===== src/rtl/instr_fetch_if.sv =====
// instr_fetch_if: decoder-side valid/ready handshake carrying instruction byte and its fetch address
interface instr_fetch_if #(
  parameter int DATA_W = 8,
  parameter int ADDR_W = 8
);
  logic              ir_valid;
  logic [DATA_W-1:0] ir_data;
  logic [ADDR_W-1:0] ir_addr;
  logic              ir_ready;
  modport master (output ir_valid, ir_data, ir_addr, input ir_ready);
  modport slave  (input ir_valid, ir_data, ir_addr, output ir_ready);
endinterface


===== src/rtl/instr_fetch.sv =====
// instr_fetch: PC-driven ROM fetch engine with prefetch FIFO, jump flush and halt
module instr_fetch #(
  parameter int DATA_W    = 8,
  parameter int ADDR_W    = 8,
  parameter int BUF_DEPTH = 2
) (
  input  logic              clk,
  input  logic              rstn,
  input  logic [ADDR_W-1:0] addr_pc,
  output logic              pc_write,
  output logic              pc_sel,
  output logic [ADDR_W-1:0] jump_addr,
  input  logic              jump_req,
  input  logic [ADDR_W-1:0] jump_target,
  input  logic              halt,
  output logic              rom_en,
  output logic [ADDR_W-1:0] rom_addr,
  input  logic [DATA_W-1:0] rom_data,
  instr_fetch_if.master     ir
);
  localparam int PTR_W = $clog2(BUF_DEPTH);
  localparam int CNT_W = PTR_W + 1;
  typedef enum logic [1:0] {START, RUN, HALT} state_t;
  state_t state, state_next;
  logic inflight, jmp, issue, push, pop;
  logic [ADDR_W-1:0] req_addr;
  logic [PTR_W-1:0] rd_ptr, wr_ptr;
  logic [CNT_W-1:0] count;
  logic [DATA_W+ADDR_W-1:0] mem [BUF_DEPTH];
  assign ir.ir_valid = count != '0;
  assign ir.ir_data  = ir.ir_valid ? mem[rd_ptr][DATA_W+ADDR_W-1:ADDR_W] : '0;
  assign ir.ir_addr  = ir.ir_valid ? mem[rd_ptr][ADDR_W-1:0] : '0;
  always_comb begin
    state_next = state;
    state_next = state == START ? RUN : halt ? HALT : RUN;
  end
  // a pop in the same cycle frees a slot, keeping one fetch per cycle when streaming
  always_comb begin
    jmp       = jump_req && state != START;
    pop       = ir.ir_valid && ir.ir_ready && !jmp;
    push      = inflight && !jmp;
    issue     = state == RUN && !jump_req &&
                ((CNT_W+1)'(count) + (CNT_W+1)'(inflight)) < ((CNT_W+1)'(BUF_DEPTH) + (CNT_W+1)'(pop));
    pc_write  = jmp || issue;
    pc_sel    = jmp;
    jump_addr = jmp ? jump_target : '0;
    rom_en    = issue;
    rom_addr  = issue ? addr_pc : '0;
  end
  always_ff @(posedge clk or negedge rstn)
    if (!rstn) begin
      state    <= START;
      inflight <= 1'b0;
      req_addr <= '0;
      count    <= '0;
      rd_ptr   <= '0;
      wr_ptr   <= '0;
    end else begin
      state    <= state_next;
      inflight <= issue;
      if (issue) req_addr <= addr_pc;
      if (jmp) begin
        count  <= '0;
        rd_ptr <= '0;
        wr_ptr <= '0;
      end else begin
        if (push) wr_ptr <= wr_ptr + PTR_W'(1);
        if (pop) rd_ptr <= rd_ptr + PTR_W'(1);
        count <= count + CNT_W'(push) - CNT_W'(pop);
      end
    end
  always_ff @(posedge clk)
    if (push) mem[wr_ptr] <= {rom_data, req_addr};
endmodule


===== src/flat_wrapper.sv =====
// flat-port wrapper written by rule: the top's interface ports become plain ports
module instr_fetch_flat 
#(
  parameter int DATA_W    = 8,
  parameter int ADDR_W    = 8,
  parameter int BUF_DEPTH = 2
)
  (clk, rstn, addr_pc, pc_write, pc_sel, jump_addr, jump_req, jump_target, halt, rom_en, rom_addr, rom_data, ir_ir_valid, ir_ir_data, ir_ir_addr, ir_ir_ready);
  instr_fetch_if #(.DATA_W(DATA_W), .ADDR_W(ADDR_W)) ir_i ();
  input  logic clk;
  input  logic rstn;
  input  logic [ADDR_W-1:0] addr_pc;
  output logic pc_write;
  output logic pc_sel;
  output logic [ADDR_W-1:0] jump_addr;
  input  logic jump_req;
  input  logic [ADDR_W-1:0] jump_target;
  input  logic halt;
  output logic rom_en;
  output logic [ADDR_W-1:0] rom_addr;
  input  logic [DATA_W-1:0] rom_data;
  output wire logic [$bits(ir_i.ir_valid)-1:0] ir_ir_valid;
  output wire logic [$bits(ir_i.ir_data)-1:0] ir_ir_data;
  output wire logic [$bits(ir_i.ir_addr)-1:0] ir_ir_addr;
  input wire logic [$bits(ir_i.ir_ready)-1:0] ir_ir_ready;
  assign ir_ir_valid = ir_i.ir_valid;
  assign ir_ir_data = ir_i.ir_data;
  assign ir_ir_addr = ir_i.ir_addr;
  assign ir_i.ir_ready = ir_ir_ready;
  instr_fetch #(.DATA_W(DATA_W), .ADDR_W(ADDR_W), .BUF_DEPTH(BUF_DEPTH)) u_core (.clk(clk), .rstn(rstn), .addr_pc(addr_pc), .pc_write(pc_write), .pc_sel(pc_sel), .jump_addr(jump_addr), .jump_req(jump_req), .jump_target(jump_target), .halt(halt), .rom_en(rom_en), .rom_addr(rom_addr), .rom_data(rom_data), .ir(ir_i));
endmodule

===== config.mk =====
export PLATFORM = sky130hd
export DESIGN_NAME = instr_fetch_flat
export DESIGN_NICKNAME = d
export VERILOG_FILES = /design/src/rtl/instr_fetch_if.sv /design/src/rtl/instr_fetch.sv /design/src/flat_wrapper.sv
export SDC_FILE = /design/constraint.sdc
export NUM_CORES = 1
export LEC_CHECK = 0
export BUFFER_PORTS_ARGS = -buffer_cell sky130_fd_sc_hd__buf_2
export CAP_MARGIN = 20
export CORE_ASPECT_RATIO = 0.6
export CORE_MARGIN = 2
export CORE_UTILIZATION = 34
export CTS_BUF_LIST = sky130_fd_sc_hd__clkbuf_2
export CTS_CLUSTER_DIAMETER = 60
export DETAILED_ROUTE_END_ITERATION = 10
export GPL_ROUTABILITY_DRIVEN = 0
export PLACE_DENSITY = 0.57
export SLEW_MARGIN = 20
export SYNTH_ARGS = -nofsm -noshare
export SYNTH_HDL_FRONTEND = slang
export SYNTH_SLANG_ARGS = --single-unit

===== constraint.sdc =====
create_clock -name clk -period 2.23 [get_ports clk]
set_clock_uncertainty 0.2 [all_clocks]
set_input_delay 0.3345 -clock clk [delete_from_list [all_inputs] [get_ports clk]]
set_output_delay 0.3345 -clock clk [all_outputs]
set_load 0.005 [all_outputs]

-- Word-level counts from Yosys, hierarchy flattened
Memories as Yosys holds them, arrays and structs flattened.
Cells that the tools add are included.
- register bits: 15
- RAM bits: 32
- bits of input ports: 29
- output and inout port bits: 36
- word-level logic and storage cells: 42
- memories kept: 1
- add/subtract/negate cells: 6
- order comparisons: 1
- eq/ne operators: 1
- multiplexer cells: 13
- reduce and logical (&&, ||, !) cells: 14
- memories (memory ; depth ; bits a word ; read ports ; clocked after Yosys merged registers in ; wr ports ; line ; RTL):
    u_core.mem ; 2 ; 16 ; 1 ; 0 ; 1 ; instr_fetch.sv:29 ; logic [DATA_W+ADDR_W-1:0] mem [BUF_DEPTH];
- operator list (operator ; count):
    two-way mux 8 bit ; 4
    nonzero test 2 bit ; 4
    logical AND 1 bit ; 6
    two-way mux 1 bit ; 6
    two-way mux 2 bit ; 3
    adder 2 x 1 -> 3 bit ; 1
    adder 2 x 1 -> 3 bit, first input constant ; 1
    less-than comparator 3 bit ; 1
    adder 1 bit, second input constant ; 2
    adder 2 x 1 -> 2 bit ; 1
    == test 2 x 1 -> 1 bit, second input constant ; 1
    zero test 1 bit ; 2
    zero test 2 bit ; 1
    subtractor 2 x 1 -> 2 bit ; 1
    logical OR 1 bit ; 1

-- Logic depth before layout (Yosys ltp)
Gate-level depths: netlist of the first run.
- depth after elaboration: 8
- gate-level depth with buffers: 10

-- Worst setup path before layout of the first run
No wires, ideal clock.
- path kind: register -> output
- start point: register u_core.count[0]
- end point: output port pc_write
- data arrival time: 1.637 ns
- path slack: 0.059 ns
- cell stages (with the launch flop): 6
- buffers on the path: 1
- cell sequence: dfrtp_1 > ha_1 > ha_1 > or4b_4 > buf_2 > o21ai_0
- longest elaborated chain between the ends: 7
- ends and longest elaborated chain (element ; line ; RTL):
    start: declaration ; instr_fetch.sv:28 ; logic [CNT_W-1:0] count;
    start signal: assignment ; instr_fetch.sv:69 ; count <= count + CNT_W'(push) - CNT_W'(pop);
    nonzero test 2 bit ; instr_fetch.sv:30 ; assign ir.ir_valid = count != '0;
    logical AND 1 bit (2 in a row) ; instr_fetch.sv:40 ; pop = ir.ir_valid && ir.ir_ready && !jmp;
    adder 2 x 1 -> 3 bit ; instr_fetch.sv:43 ; ((CNT_W+1)'(count) + (CNT_W+1)'(inflight)) < ((CNT_W+1)'(BUF_DEPTH) + (CNT_W+1)'(pop));
    less-than comparator 3 bit * ; instr_fetch.sv:43 ;
    logical AND 1 bit * ; instr_fetch.sv:42 ; issue = state == RUN && !jump_req &&
    logical OR 1 bit * ; instr_fetch.sv:44 ; pc_write = jmp || issue;
    end: declaration ; flat_wrapper.sv:13 ; output logic pc_write;
Mark *: on every way between the ends. The rest lies on a longest branch, timed or not.

-- Worst setup path in the final report of the first run
- start point: register u_core.inflight
- end point: output port pc_write
- longest elaborated chain between the ends: 4
- ends and longest elaborated chain (element ; line ; RTL):
    start: declaration ; instr_fetch.sv:25 ; logic inflight, jmp, issue, push, pop;
    start signal: assignment ; instr_fetch.sv:60 ; inflight <= issue;
    adder 2 x 1 -> 3 bit ; instr_fetch.sv:43 ;
    less-than comparator 3 bit ; instr_fetch.sv:43 ;
    logical AND 1 bit ; instr_fetch.sv:42 ;
    logical OR 1 bit ; instr_fetch.sv:44 ;
No other way between the ends.

==> impl_results.md, run 1 <==
* Share of cells above drive strength 1 at 0.507
* Crit path cell chain: ha_2, ha_4, or4b_4, o21ai_1, buf_2
* Element type at the critical path end: output port
* CTS tree: yes
* Largest stage delay, worst path at ~560 ps
* Status: complete, but fails checks
* Later-pin clock latency in the skew report at between 400 and 500 ps
* IO Count at 65
* Critical path's top delay family: simple AND/OR/NAND/NOR gates
* Die X at approximately 100 µm
* Vias after detailed routing at 1631
* PwrDens at 943 mW/mm²
* Maximum fanout along the worst path at 3
* Netlist Area Pre-Place at 0.00204 mm²
* FF+latch count, synth at 47
* All-layer global routing usage at 0.145
* CP max-delay cell: or4b_4
* Largest net degree at the start of global routing at 18
* Post-synth cell types at 24
* Post-route clock period utilization at 1.17
* WP data required at 1700 ps
* Synthesis Warnings at 0
* Final #Nets at 304
* # port buffers at 64
* Die area at 0.00665 mm²
* Number of global-route vias before repair at between 1500 and 2000
* H-tree levels at 2
* Initial Util at 0.359
* Overflow after GRT at 0
* Final setup violation count at 18
* Mapped Nets at 190
* Drt pass-1 iters at 4
* Drt total wl at 4.99 mm
* VDD IR-drop max at 0.376 mV
* Max cap viols at 0
* Synthesis-to-layout area growth at 53.6%
* Slew Viols, Final at 0
* Post-DR wirelength/cell at roughly 14 µm
* Cell Rows at 21
* First-pass GRT wire length at 7.40 mm
* Least-Margin Pin Slew at 346 ps
* Failing checks: negative setup slack
* Minimum clock period at 2610 ps
* CTS Buffer Depth at 2
* Root Driver: clkbuf_2
* Crit Path Class: flop to output port
* Worst setup SP type: flop
* Fmax at 0.384 GHz
* Dpl hpwl at about 2.9 mm
* RSZ-0062 raised after global routing: yes
* Initial antenna violation count at 0
* Core ar. at 0.00568 mm²
* DR iter-0 viols at 45
* Antenna cells at 0
* CTS sink cnt at 47
* Post-route ant nets at 0
* Worst EP arrival at 2070 ps
* Post-route DRC at 0
* Number of vias per cell at 4.63
* Final WS setup at -375 ps
* CP Buf/Inv Count at 1
* Chip height at around 64 µm
* Slew margin rel. at 0.769
* Mean Syn Cell Area at ~13 µm²
* Pleak at 1.41 nW
* Seq/Total Area, Yosys at 0.655
* Clk pin slew, worst setup/hold paths at 250 ps
* Fin util at 0.552
* CTS Buf Count at 5
* Pwr Total at roughly 3 mW
* Syn Inst Count at approximately 160
* HP Class: input port to flop
* Final hold violations at 0
kinds of logic (layout without fill, tap and decap cells):
kind of cell	after synthesis	in the layout	synth area share
buffers and inverters	11	125	0.0294
adder cells (fa/ha/maj)	4	4	0.0245
flip-flops	47	47	0.655
XOR/XNOR	3	3	0.0129
multiplexers	16	16	0.0785
AO/OA/AOI/OAI	21	22	0.0650
AND/OR/NAND/NOR	55	55	0.134
report_power, final:
part	internal, mW	switching, mW	leakage [nW]
sequential	1.13	0.117	0.480
combinational	0.594	0.622	0.883
clock	0.196	0.294	0.0436
total	1.92	1.03	1.41
worst min-delay path: cells and delay by family:
| family | cells | cell delay (ps) |
|---|---|---|
| and+or+nand+nor | 2 | 220 |
| buffers and inverters | 1 | 150 |
flip-flops by register name (all words and copies together) (netlist names):
| name | cells |
|---|---|
| u_core.mem | 32 |
| u_core.req_addr | 8 |
| u_core.count | 2 |
| u_core.state | 2 |
| u_core.inflight | 1 |
| u_core.rd_ptr | 1 |
| u_core.wr_ptr | 1 |
stage by stage:
step / instance area (µm²) / cells / setup WS (ps) / hold slack [ps] / setup TNS, ps
after CTS: 2840 / 339 / -380 / -12.1 / -2960
after global placement: 2510 / 307 / 101 / 65.9 / 0
after detailed placement: 2510 / 307 / 95.2 / 65.0 / 0
after global routing: 3130 / 352 / -455 / 23.7 / -5410
final: 3130 / 352 / -375 / 64.9 / -3880
after floorplan: 2040 / 157 / 59.0 / -161 / 0
per-layer routing:
layer / vias to the layer above / GRT usage / share of wire
li1: 789 / - / -
met1: 776 / 0.208 / 0.48
met5: - / 0 / 0
met3: 7 / 0.0357 / 0.055
met2: 59 / 0.219 / 0.45
met4: 0 / 0.0456 / 0.011
worst paths after layout:
kind,start,end,slack [ps],cells past startpoint
setup / recovery,u_core.inflight$_DFF_PN0_,pc_write,-380,5
hold / removal,jump_req,u_core.inflight$_DFF_PN0_,60,3
setup reg to reg,u_core.inflight$_DFF_PN0_,u_core.req_addr[2]$_DFFE_PN0P_,-120,8
hold reg to reg,u_core.req_addr[6]$_DFFE_PN0P_,u_core.mem[0][6]$_DFFE_PP_,250,0
max in group asynchronous,rstn,u_core.req_addr[6]$_DFFE_PN0P_,1450,2
min in group asynchronous,rstn,u_core.state[1]$_DFF_PN0_,80,2
cell usage after synthesis:
cell      number  area, µm²
and3_1         1       6.26
nor4_4         1       21.3
nor3_1         1       5.00
inv_2          1       3.75
buf_6          2       22.5
o21ai_2        2       17.5
clkbuf_1       2       7.51
o22ai_2        1       12.5
nor4b_2        1       15.0
inv_1          3       11.3
o31a_1         1       8.76
buf_2          3       15.0
dfrtp_1       15        375
or4b_4         1       13.8
nor2_1        31        116
and2_1        10       62.6
nand2_1        9       33.8
ha_1           4       50.1
xnor2_1        1       8.76
edfxtp_1      32        961
xor2_1         2       17.5
o21ai_0       10       50.1
mux2i_1       16        160
o22ai_1        7       43.8
layout by cell type (no fill, tap or decap), types with 2 or more instances in the layout:
master	Yosys	routed
buf_2	3	60
edfxtp_1	32	32
buf_4	0	26
nor2_1	31	25
dlygate4sd3_1	0	18
mux2i_1	16	16
dfrtp_1	15	14
nand2_4	0	8
buf_6	2	8
o21ai_1	0	7
o22ai_1	7	7
and2_4	0	6
clkbuf_2	0	5
and2_1	10	4
nor2_2	0	4
inv_1	3	3
o21ai_4	0	2
o31a_1	1	2
nor2_4	0	2
o21ai_2	2	2
ha_4	0	2
what timing repair did:
item                                    CTS  global route
setup buffers                             5            14
pin swaps                                 3            24
endpoints found under the setup margin   18            28
cloned                                    1             0
hold buffers                             18             0
resized for setup                         7            56
hold endpoints to repair                 42             0
layout make-up:
| type | instances | area (µm²) |
|---|---|---|
| Clock buffer | 5 | 25.0 |
| Clock inverter | 3 | 47.5 |
| Timing Repair Buffer | 113 | 781 |
| Sequential cell | 47 | 1340 |
| Multi-Input combinational cell | 100 | 823 |
| Inverter | 4 | 17.5 |
| Tap cell | 80 | 100 |
| Fill cell | 488 | 2540 |
Power figures use the tool's default switching activity.
==> run 2, diff against run 1 <==
==> constraint.sdc (replaced) <==
create_clock -name clk -period 2.25 [get_ports clk]
set_clock_uncertainty 0.2 [all_clocks]
set_input_delay 0.3375 -clock clk [delete_from_list [all_inputs] [get_ports clk]]
set_output_delay 0.3375 -clock clk [all_outputs]
set_load 0.005 [all_outputs]
==> run 2 against run 1 <==
Against the previous run:
- the flow still finishes with violations (negative setup slack)
- critical path type unchanged
- largest cell class unchanged
- critical endpoint is now rom_en
- clock-buffer cell count unchanged
- via count fell by 3.7%
- highest routed layer unchanged
- largest power group unchanged
- critical path depth did not move
- register-to-register slack improved by 140 ps
==> impl_results.md, run 2 (synthesis gave the netlist of run 1 again) <==
* Critical path's top delay family: simple AND/OR/NAND/NOR gates
* Largest net degree at the start of global routing at 18 (unchanged)
* P_sw at 968 µW (-6.3%)
* Top flop regs: u_core.mem: 32 flops, u_core.req_addr: 8 flops
* RSZ-0062 raised after global routing: yes
* Filler Cells Inserted at 545 (+12%)
* CTS tree: yes
* Drt total wl at 4.64 mm (-7.1%)
* Reg power frac at 0.448 (+0.026)
* Fin util at 0.520 (-0.0315)
* Worst setup SP type: flop
* Least-Margin Pin Slew at 346 ps (-0.0666 ps)
* H-tree levels at 2 (unchanged)
* Grt met2 use at 0.222 (+0.00329)
* IO Count at 65 (unchanged)
* Most common cell after layout, fill and taps aside: buf_2
* Element type at the critical path end: output port
* PwrDens at 946 mW/mm² (+0.36%)
* Slew Viols, Final at 0 (unchanged)
* VDD IR-drop max at 0.339 mV (-9.9%)
* Crit path cell chain: ha_2, ha_4, or4b_4, nor2_2, buf_2
* Post-placement cell count at 306 (-0.33%)
* Failing checks: negative setup slack
* Number of vias per cell at 4.66 (+0.61%)
* First-pass GRT wire length at 7.45 mm (+0.57%)
* Die X at 104 µm (unchanged)
* Final #Nets at 289 (-4.9%)
* Post-route DRC at 0 (unchanged)
* FF/Latch Area at 0.00134 mm² (about the same)
* Final std cells w/o fill at 337 (-4.3%)
* Pre-CTS setup slack at 89.7 ps (-5.44 ps)
* CTS Buffer Depth at 2 (unchanged)
* Status: complete, but fails checks
* Die area at 0.00665 mm² (unchanged)
* Final WS setup at -324 ps (+51.1 ps)
* Worst hold margin at 73.2 ps (+8.28 ps)
* Maximum fanout along the worst path at 3 (unchanged)
* CTS sink cnt at 47 (unchanged)
* Setup TNS at -2620 ps (+1260 ps)
* Clock power frac at 0.167 (about the same)
* Final hold violations at 0 (unchanged)
* Root Driver: clkbuf_2
* Sw frac at 0.346 (-0.00347)
* Worst EP arrival at 2040 ps (-30 ps)
* CP max-delay cell: or4b_4
* Cell Rows at 21 (unchanged)
* Synthesis-to-layout area growth at 44.8%
* HP Class: input port to flop
* Slew margin rel. at 0.770 (about the same)
* Multi-input gate area at 767 µm² (-6.8%)
* Max reg flops at 32 (unchanged)
* All-layer global routing usage at 0.144 (-0.00138)
* Antenna cells at 0 (unchanged)
* Register name with the most flops: u_core.mem
* Drt pass-1 iters at 4 (unchanged)
* CP Buf/Inv Count at 1 (unchanged)
* Most frequent cells in the layout: 59 x buf_2, 32 x edfxtp_1, 27 x nor2_1
* DR iter-0 viols at 37 (-18%)
* Int Pwr at 1.83 mW (-4.9%)
* Fmax at between 0.3 and 0.4 GHz
* Chip height at 64.0 µm (unchanged)
* WP data required at 1710 ps (about the same)
* Later-pin clock latency in the skew report at 410 ps (-20 ps)
* Overflow after GRT at 0 (unchanged)
* Clk pin slew, worst setup/hold paths at 250 ps (about the same)
* Max cap viols at 0 (unchanged)
* Number of global-route vias before repair at 1494 (-4.6%)
* CTS Buf Count at 5 (unchanged)
* Largest stage delay, worst path at 540 ps (-20 ps)
* Crit Path Class: flop to output port
* Pleak at 1.30 nW (-7.7%)
* Initial Util at 0.359 (unchanged)
* Post-route ant nets at 0 (unchanged)
* Share of cells above drive strength 1 at 0.475 (-0.0326)
* Grt met1 use at 0.204 (-0.00340)
* Combinational Power Share at 0.385 (-0.026)
* Vias after detailed routing at 1571 (-3.7%)
* Minimum clock period at 2570 ps
* Post-DR wirelength/cell at 13.8 µm (-3.0%)
* Final setup violation count at 10 (-8)
* Dpl hpwl at 3.03 mm (+4.4%)
* Initial antenna violation count at 0 (unchanged)
* GR peak layer: met2
* # port buffers at 64 (unchanged)
* Post-route clock period utilization at 1.14
* Grt met3 use at 0.0337 (-0.00204)
* Core ar. at 0.00568 mm² (unchanged)
run 2: cell types whose count changed in the layout (fill, tap and decap cells not counted), moves of 3 or more:
cell / delta
nand2_2: +5
buf_4: -12
o21ai_2: +3
nand2_4: -5
o21ai_1: -3
run 2: worst reg2reg max path, cell delays in order, from the launching register on:
cell     delay, ps
dfrtp_1        450
ha_2           210
ha_4           170
or4b_4         540
buf_4          170
buf_4          160
o21ai_1        130
o22ai_1         90
run 2: worst paths after layout:
| check | start | end | slack, ps | cells past startpoint |
|---|---|---|---|---|
| worst min register to register | u_core.req_addr[2]$_DFFE_PN0P_ | u_core.mem[1][2]$_DFFE_PP_ | 300 | 0 |
| worst max register to register | u_core.count[0]$_DFF_PN0_ | u_core.req_addr[2]$_DFFE_PN0P_ | 20 | 7 |
| worst max-delay path | u_core.count[0]$_DFF_PN0_ | rom_en | -320 | 5 |
| max in group asynchronous | rstn | u_core.req_addr[1]$_DFFE_PN0P_ | 1460 | 2 |
| min in group asynchronous | rstn | u_core.state[1]$_DFF_PN0_ | 110 | 2 |
| worst min-delay path | jump_req | u_core.inflight$_DFF_PN0_ | 70 | 3 |
run 2: layout make-up:
type                    instances  share of cell area
flip-flops and latches         47               0.453
multi-input cells             100               0.260
repair buffers                 98               0.224
well taps                      80              0.0339
clock inverters                 3              0.0144
clock buffers                   5             0.00847
inverters                       4             0.00593
run 2: power by group through the flow:
stage	combinational [mW]	clock (mW)	sequential [mW]
final	1.08	0.468	1.25
after global routing	1.20	0.520	1.27
after CTS	1.01	0.477	1.24
after detailed placement	0.921	0	1.25
after global placement	0.917	0	1.24
after floorplan	0.602	0	1.21
run 2: metrics by stage:
stage	power (mW)	cell area (µm²)
floorplan	1.81	2040
global placement	2.16	2500
detailed placement	2.17	2500
CTS	2.72	2790
global route	3.00	2950
finish	2.79	2950
run 2: metal layers:
layer	vias up	wire length, µm	part of all wire
met5	-	0	0
met4	0	36	0.0078
met3	4	224	0.048
met2	52	2010	0.43
met1	753	2370	0.51
li1	762	-	-
run 2: timing repair:
action                                  in CTS  in global routing
endpoints found under the hold margin       38                  1
hold buffers                                15                  1
cloned                                       1                  0
buffers inserted                             4                  2
gates resized for setup                      7                 45
endpoints found under the setup margin      18                 34
pin swaps                                    3                 15
==> run 3, diff against run 2 <==
--- a/config.mk
+++ b/config.mk
@@ -5,6 +5,7 @@
 export SDC_FILE = /design/constraint.sdc
 export NUM_CORES = 1
 export LEC_CHECK = 0
+export ABC_AREA = 1
 export BUFFER_PORTS_ARGS = -buffer_cell sky130_fd_sc_hd__buf_2
 export CAP_MARGIN = 20
 export CORE_ASPECT_RATIO = 0.6
@@ -14,7 +15,7 @@
 export CTS_CLUSTER_DIAMETER = 60
 export DETAILED_ROUTE_END_ITERATION = 10
 export GPL_ROUTABILITY_DRIVEN = 0
-export PLACE_DENSITY = 0.57
+export PLACE_DENSITY = 0.58
 export SLEW_MARGIN = 20
 export SYNTH_ARGS = -nofsm -noshare
 export SYNTH_HDL_FRONTEND = slang
==> run 3 against run 2 <==
Against the previous run:
- the flow still finishes with violations (negative setup slack)
- critical path type unchanged
- critical path depth increased by 3
- global-route usage shrank 0.052 points
- first-iteration DRC count up 84%
==> impl_results.md, run 3 <==
* Status: complete, but fails checks
* Failing checks: negative setup slack
* Main flop type after synthesis: edfxtp_1
* Reg power frac at 0.463 (+0.015)
* Syn Inst Count at 186 (+18%)
* Final hold violations at 0 (unchanged)
* Worst EP arrival at 1860 ps (-180 ps)
* Combinational Power Share at 0.362 (-0.023)
* Worst setup SP type: flop
* Int Pwr at 1.69 mW (-7.5%)
* Mapped Nets at 219 (+15%)
* Post-route clock period utilization at 1.06 (-0.0791)
* CTS Buffer Depth at 2 (unchanged)
* RSZ-0062 raised after global routing: yes
* Pre-CTS setup slack at 150 ps (+60.1 ps)
* Minimum clock period at 2400 ps (-178 ps)
* Pwr Total at 2.60 mW (-6.9%)
* Final setup violation count at 10 (unchanged)
* Worst hold margin at 44.6 ps (-28.6 ps)
* Number of global-route vias before repair at 1521 (+1.8%)
* Pleak at 1.42 nW (+9.1%)
* Filler Cells Inserted at 519 (-4.8%)
* Overflow after GRT at 0 (unchanged)
* Most frequent cell after synthesis: nand2_1
* Drt pass-1 iters at 4 (unchanged)
* Cell taking the most area after synthesis: edfxtp_1
* IO Count at 65 (unchanged)
* Chip height at 63.3 µm (-1.0%)
* CTS Buf Count at 5 (unchanged)
* Maximum fanout along the worst path at 5 (+2)
* Top flop regs: u_core.mem: 32 flops, u_core.req_addr: 8 flops
* Core ar. at 0.00562 mm² (-0.93%)
* Register name with the most flops: u_core.mem
* Synth top area cells: edfxtp_1 48%, dfrtp_1 19%, nand2_1 9.8%, inv_1 4.9%, a21oi_1 4.3%
* Final #Nets at 320 (+11%)
* Post-route DRC at 0 (unchanged)
* DR iter-0 viols at 68 (+84%)
* Die X at 103 µm (-1.1%)
* Antenna cells at 0 (unchanged)
* Fmax at 0.417 GHz (+7.4%)
* Post-synth cell types at 20 (-17%)
* FFs w/ async S/R, synth at 0.319 (unchanged)
* Die area at 0.00651 mm² (-2.1%)
* Synthesis Warnings at 0 (unchanged)
* FF+latch count, synth at 47 (unchanged)
* Largest net degree at the start of global routing at 19 (+1)
* Element type at the critical path end: output port
* Later-pin clock latency in the skew report at 400 ps (about the same)
* Max cap viols at 0 (unchanged)
* WP data required at 1710 ps (about the same)
* HP Class: input port to flop
* Post-DR wirelength/cell at 12.1 µm (-12%)
* Cell Rows at 21 (unchanged)
* # port buffers at 64 (unchanged)
* Sw frac at 0.350 (+0.00401)
* Fin util at 0.512 (-0.00827)
* Max reg flops at 32 (unchanged)
* Root Driver: clkbuf_2
* All-layer global routing usage at 0.143 (-0.000521)
* VDD IR-drop max at 0.356 mV (+5.1%)
* PwrDens at 904 mW/mm² (-4.5%)
* Clock power frac at 0.174 (+0.007)
* Post-synth EDFFs at 32 (unchanged)
* Slew margin rel. at 0.771 (+0.00190)
* CTS sink cnt at 47 (unchanged)
* Number of vias per cell at 4.25 (-8.8%)
* Most common cell after layout, fill and taps aside: buf_2
* Drt total wl at 4.46 mm (-3.8%)
* Synthesis-to-layout area growth at 44.4%
* Slew Viols, Final at 0 (unchanged)
* CTS tree: yes
* Most frequent cells in the layout: 61 x buf_2, 48 x nand2_1, 32 x edfxtp_1
* Dpl hpwl at 2.84 mm (-6.3%)
* Seq/Total Area, Yosys at 0.670 (+0.0148)
* First-pass GRT wire length at 7.13 mm (-4.2%)
* H-tree levels at 2 (unchanged)
* Netlist Area Pre-Place at 0.00199 mm² (-2.2%)
* Final WS setup at -146 ps (+178 ps)
* Initial antenna violation count at 0 (unchanged)
* Mean Syn Cell Area at 10.7 µm² (-17%)
* Share of cells above drive strength 1 at 0.420 (-0.0546)
* Clk pin slew, worst setup/hold paths at 230 ps (-20 ps)
* Crit Path Class: flop to output port
* Post-synth top cells: 52 x nand2_1, 32 x edfxtp_1, 26 x inv_1
* Least-Margin Pin Slew at 343 ps (-2.85 ps)
* Vias after detailed routing at 1565 (-0.38%)
* Post-route ant nets at 0 (unchanged)
* Initial Util at 0.355 (-0.00465)
* P_sw at 911 µW (-5.8%)
* Synth top area share at 0.482 (+0.0106)
[run 3: cell count changes after synthesis, moves of 2 or more]
cell,change
clkbuf_1,-2
and2_1,-10
nand2_1,+43
nand3_1,+8
nand2_4,+2
a21oi_1,+17
mux2i_1,-16
nor2_1,-17
buf_4,+2
inv_1,+23
nor2_4,+2
buf_6,-2
o21ai_0,-8
o22ai_1,-6
[run 3: cell families after synthesis]
logic type,share of synthesized area
DFF,0.670
and+or+nand+nor,0.175
adders and majority gates,0.0251
xor gates and xnor gates,0.00878
AOI/OAI and AO/OA,0.0552
buffers and inverters,0.0659
[run 3: power by group through the flow]
| stage | clock network (mW) | registers [mW] | logic [mW] |
|---|---|---|---|
| 3_5_place_dp | 0 | 1.22 | 0.816 |
| 2_1_floorplan | 0 | 1.18 | 0.502 |
| 3_3_place_gp | 0 | 1.22 | 0.811 |
| 6_report | 0.453 | 1.21 | 0.943 |
| 5_1_grt | 0.506 | 1.22 | 1.07 |
| 4_1_cts | 0.475 | 1.20 | 0.929 |
[run 3: area by class of cell]
class                      count  area, µm²  area share
multi-input combinational    108        623       0.216
inverter                      27        103      0.0356
timing repair buffer          98        647       0.225
sequential                    47       1340       0.465
clock inverter                 3       43.8      0.0152
tap                           80        100      0.0348
clock buffer                   5       25.0     0.00869
[run 3: what timing repair did]
action                                 4_1_cts  5_1_grt
gates resized for setup                     19       18
setup buffers                               12        5
endpoints found under the hold margin       38        0
hold buffers                                15        0
setup endpoints to repair                   11       24
gates cloned                                 1        0
pin swaps                                    7       11
[run 3: worst max-delay path: stages (launching register included)]
cell and delay (ps):
dfrtp_1 430, ha_2 200, ha_4 160, nor2_4 90, nand2_4 70, nor2_4 210, nand3_2 140, inv_2 60
buf_2 100
[run 3: metrics by stage]
step	instances	setup TNS (ps)	cell area, µm²
floorplan	186	0	1990
global placement	330	0	2420
detailed placement	330	0	2420
CTS	366	-2450	2810
global route	368	-2270	2880
finish	368	-1020	2880
[run 3: final timing paths]
path / from / to / slack, ps / cells after the start
max in group asynchronous: rstn / u_core.state[1]$_DFF_PN0_ / 1460 / 2
worst max-delay path: u_core.count[0]$_DFF_PN0_ / rom_addr[1] / -150 / 8
worst min register to register: u_core.req_addr[5]$_DFFE_PN0P_ / u_core.mem[0][5]$_DFFE_PP_ / 330 / 0
worst min-delay path: addr_pc[5] / u_core.req_addr[5]$_DFFE_PN0P_ / 40 / 4
worst max register to register: u_core.count[0]$_DFF_PN0_ / u_core.req_addr[7]$_DFFE_PN0P_ / 170 / 12
min in group asynchronous: rstn / u_core.req_addr[0]$_DFFE_PN0P_ / 120 / 2
[run 3: routing by layer]
layer / global-route usage / wire length (µm) / vias up
met2: 0.230 / 2000 / 47
met3: 0.0444 / 268 / 4
met4: 0.0296 / 19 / 0
met1: 0.193 / 2170 / 712
met5: 0 / 0 / -
li1: - / - / 802
